<file path="config.mk">
export PLATFORM = sky130hd
export DESIGN_NAME = parity_frame_ctrl
export DESIGN_NICKNAME = d
export VERILOG_FILES = /design/src/rtl/parity_frame_ctrl.sv
export SDC_FILE = /design/constraint.sdc
export NUM_CORES = 1
export LEC_CHECK = 0
export ABC_AREA = 1
export CAP_MARGIN = 20
export CORE_MARGIN = 2
export CORE_UTILIZATION = 35
export CTS_CLUSTER_DIAMETER = 150
export DETAILED_ROUTE_END_ITERATION = 6
export PLACE_DENSITY = 0.69
export SLEW_MARGIN = 20
export SYNTH_ARGS = -nofsm -noshare
export SYNTH_HDL_FRONTEND = slang
export SYNTH_SLANG_ARGS = --single-unit
</file>
<file path="constraint.sdc">
create_clock -name clk -period 1.33 [get_ports clk]
set_input_delay 0.266 -clock clk [delete_from_list [all_inputs] [get_ports clk]]
set_output_delay 0.266 -clock clk [all_outputs]
set_load 0.02 [all_outputs]
</file>
<file path="src/rtl/parity_frame_ctrl.sv">
// parity_frame_ctrl: takes a word over valid/ready, streams it one bit per beat, then appends an XOR parity beat.
// Build option: define PARITY_ODD_EN for odd parity (default build uses even parity).
module parity_frame_ctrl #(
    parameter int WIDTH     = 8,
    parameter bit MSB_FIRST = 1'b0
) (
    input  logic             clk,
    input  logic             rst_n,
    input  logic [WIDTH-1:0] in_data,
    input  logic             in_valid,
    output logic             in_ready,
    output logic             ser_out,
    output logic             ser_valid,
    input  logic             ser_ready,
    output logic             ser_last,
    output logic             parity_out,
    output logic             busy,
    output logic             done
);

    localparam int CW = (WIDTH > 1) ? $clog2(WIDTH) : 1;
    localparam logic [CW-1:0] LAST_IDX = CW'(WIDTH - 1);

    typedef enum logic [1:0] {
        IDLE = 2'd0,
        DATA = 2'd1,
        PAR  = 2'd2
    } state_t;

    state_t           state;
    state_t           next_state;
    logic [WIDTH-1:0] data_reg;
    logic [CW-1:0]    cnt;
    logic             acc;
    logic [CW-1:0]    bit_idx;
    logic             par_bit;

    assign bit_idx = MSB_FIRST ? (LAST_IDX - cnt) : cnt;

`ifdef PARITY_ODD_EN
    assign par_bit = ~acc;
`else
    assign par_bit = acc;
`endif

    always_ff @(posedge clk or negedge rst_n) begin
        if (!rst_n) begin
            state <= IDLE;
        end else begin
            state <= next_state;
        end
    end

    // Serial outputs are decoded from registered state only, so ser_ready never reaches them.
    always_comb begin
        next_state = state;
        in_ready   = 1'b0;
        ser_valid  = 1'b0;
        ser_out    = 1'b0;
        ser_last   = 1'b0;
        busy       = 1'b1;
        case (state)
            IDLE: begin
                in_ready = 1'b1;
                busy     = 1'b0;
                if (in_valid) begin
                    next_state = DATA;
                end
            end
            DATA: begin
                ser_valid = 1'b1;
                ser_out   = data_reg[bit_idx];
                if (ser_ready && (cnt == LAST_IDX)) begin
                    next_state = PAR;
                end
            end
            PAR: begin
                ser_valid = 1'b1;
                ser_last  = 1'b1;
                ser_out   = par_bit;
                if (ser_ready) begin
                    next_state = IDLE;
                end
            end
            default: begin
                next_state = IDLE;
                busy       = 1'b0;
            end
        endcase
    end

    always_ff @(posedge clk or negedge rst_n) begin
        if (!rst_n) begin
            data_reg   <= '0;
            cnt        <= '0;
            acc        <= 1'b0;
            parity_out <= 1'b0;
            done       <= 1'b0;
        end else begin
            done <= 1'b0;
            case (state)
                IDLE: begin
                    if (in_valid) begin
                        data_reg <= in_data;
                        cnt      <= '0;
                        acc      <= 1'b0;
                    end
                end
                DATA: begin
                    if (ser_ready) begin
                        acc <= acc ^ ser_out;
                        // The parity beat covers the cnt==WIDTH case, so the counter wraps instead.
                        if (cnt == LAST_IDX) begin
                            cnt <= '0;
                        end else begin
                            cnt <= cnt + CW'(1);
                        end
                    end
                end
                PAR: begin
                    if (ser_ready) begin
                        parity_out <= ser_out;
                        done       <= 1'b1;
                    end
                end
                default: begin
                    done <= 1'b0;
                end
            endcase
        end
    end

endmodule

</file>
==> flow_summary.ini <==
[outcome]
status = finished, violations left
violations = setup timing

[drt]
dr.pass1.iters = 6
route.final.wire_length_microns = 2250
wire_per_inst_microns = 12.2
drc = 0
drt_iter0_markers = 15
route.antenna.remaining_nets = 0
vias = 863
drt-vias-per-instance = 4.69

[global_routing]
grt_busiest_layer = met2
grt.met1_usage_pct = 19.4
grt.met2_usage_pct = 28.7
grt_pass1_vias = 864
grt_max_degree = 17
antenna_found_initial = 0
grt_overflow = 0
grtUsageMet3_pct = 3.06
track_usage_pct = 17.0
grt_pass1_wl_microns = 3440

[flow_run]
cap_violations = 0

[sta]
tightest_slew_ps = 328
setup_viol = 17
layout_worst_path_cycle_share_pct = 129
clock_skew_ps = 0.416
hold_viol = 0
grt_setup_unrepaired = true
maxSlewViolCount = 0
slew_headroom_pct = 78.0
finalCriticalPeriod_ps = 1710
worst_hold_slack_ps = 291
timing.final.ws_setup_ps = -383
fmax_mhz = 584

[synthesis]
netlist_instances = 105
ys.flop_type = dfrtp_1
yosys.cell_count.top_type = nand2_1
synth_area_sq_um = 872
ys_ff_latch = 16
synthTopCellsByCount = nand2_1 (28), dfrtp_1 (16), inv_1 (12)
async_flop_share_pct = 100
synth_top_area_share_pct = 45.9
yosysWarningCount = 0
synth_top_area_cell = dfrtp_1
synth_fp_nets = 123
avgSynthCellArea_sq_um = 8.31
synth_edf_count = 0
synth.area.top_cells = dfrtp_1 (46%), nand2_1 (12%), ha_1 (8.6%)
synth-seq-area-share_pct = 45.9
synth.distinct_cells = 20

[power]
combPwrFrac_pct = 68.9
seq_power_share_pct = 22.4
switching_power_w = 0.00153
power_w = 0.00377
vdd_ir_drop_max_mv = 1.82
p_clk_share_pct = 8.7
leakagePower_nw = 0.756
swShare_pct = 40.4
power.density_nw_per_um2 = 2440
p_int_w = 0.00225

[clock_tree]
cts_sinks = 16
clockRootBuffer = clkbuf_4
cts-htree-levels = 1
cts_buffers = 3
insertion_delay_ps = 290
cts_max_path_buffers = 2
postCtsHoldBufs = 0
cts_tree = done
clkTransAtPathRegs_ps = 90

[die]
die_y_microns = 53.9
coreArea_sq_um = 2410
die-area_sq_um = 2910
num_io_pins = 19
die_w_microns = 53.9
rows = 18
start_util_pct = 36.2

[critical_path]
critPathLaunchType = register
end_kind = output port
cp_slowest_cell = dfrtp_2
arrival_ps = 1450
worstPathCellList = inv_2 -> nand2_1 -> nand3_1 -> nand3b_1 -> nand3_4 -> a21boi_4 -> buf_6
worstPathRequired_ps = 1060
slowest_delay_ps = 440
crit_type = reg2out
path_max_fanout = 7

[layout]
finalInstanceArea_sq_um = 1540
drive_above_1_share_pct = 53.2
largest_register_ffs = 8
areaGrowthSynthToFinish_pct = 76.9
diodes = 0
nets = 173
n_fill_cell = 201

[place]
gp_congestion = 0.880
placement.io_buffers = 18
place_hpwl_microns = 1440
place_area_sq_um = 1230

[min_path]
min_path_type = in2async
==> kinds of logic after synthesis <==
family	synth area share, %
buffers and inverters	9.04
and+or+nand+nor	24.8
adders and majority gates	8.61
DFF	45.9
AOI/OAI and AO/OA	11.6
==> metal layers <==
| layer | part of all wire, % | wire length [microns] | up-vias |
|---|---|---|---|
| met5 | 0 | 0 | - |
| met4 | 3.5 | 79 | 0 |
| met3 | 3.8 | 86 | 9 |
| met2 | 50 | 1120 | 25 |
| met1 | 43 | 955 | 395 |
| li1 | - | - | 434 |
==> per-stage QoR <==
| stage | cells | TNS, ps | setup slack, ps | utilization, % |
|---|---|---|---|---|
| after floorplan | 105 | -70.2 | -42.7 | - |
| after global placement | 167 | -2830 | -529 | 51.2 |
| after detailed placement | 167 | -3390 | -573 | 51.2 |
| after CTS | 176 | -2590 | -364 | 57.0 |
| after global routing | 184 | -4360 | -462 | 64.0 |
| final | 184 | -3150 | -383 | 64.0 |
==> critical path, delay by kind of cell, from the launching register on <==
family / cells / cell delay (ps)
buf+inv: 2 / 200
compound gates: 1 / 150
simple gates: 4 / 370
flops: 1 / 440
==> worst paths after layout <==
kind,start,end,slack [ps],cells after the start
setup / recovery,bit_idx[0]$_DFFE_PN0P_,ser_out,-380,7
hold / removal,rst_n,data_reg[1]$_DFFE_PN0P_,290,2
setup reg to reg,bit_idx[0]$_DFFE_PN0P_,state[0]$_DFFE_PN0P_,-350,9
hold reg to reg,parity_out$_DFFE_PN0P_,parity_out$_DFFE_PN0P_,490,2
max in group asynchronous,rst_n,bit_idx[0]$_DFFE_PN0P_,840,2
min in group clk,parity_out$_DFFE_PN0P_,parity_out$_DFFE_PN0P_,490,2
==> cell type report <==
type,count,area [sq um],share of cell area (%)
clock buffers,4,36.3,2.35
inverters,18,70.1,4.54
multi-input cells,69,537,34.8
flip-flops and latches,16,402,26.0
well taps,30,37.5,2.43
repair buffers,47,460,29.8
==> power groups by stage <==
stage	Clock, W	Combinational, W	Sequential, W
2_1_floorplan	0	0.00111	0.000852
6_report	0.000327	0.00260	0.000844
5_1_grt	0.000355	0.00282	0.000869
3_5_place_dp	0	0.00183	0.000841
4_1_cts	0.000334	0.00214	0.000840
3_3_place_gp	0	0.00177	0.000835
==> layout by cell type, fill, tap and decap left out, types with 4 or more instances in the layout <==
cell type and count:
buf_4 18, nand2_2 9, clkdlybuf4s50_1 11, nand3_2 4, o21ai_2 6, inv_2 9
nand2_4 4, buf_6 14, nor2_1 5, dfrtp_1 15, nand2_1 16, inv_1 8
o21ai_1 5
==> timing repair <==
action / CTS / global route
endpoints found under the setup margin: 21 / 20
resized for setup: 48 / 35
buffers inserted: 7 / 8
pin swaps: 10 / 8
gates cloned: 0 / 1
(Power assumes the default switching activity.)
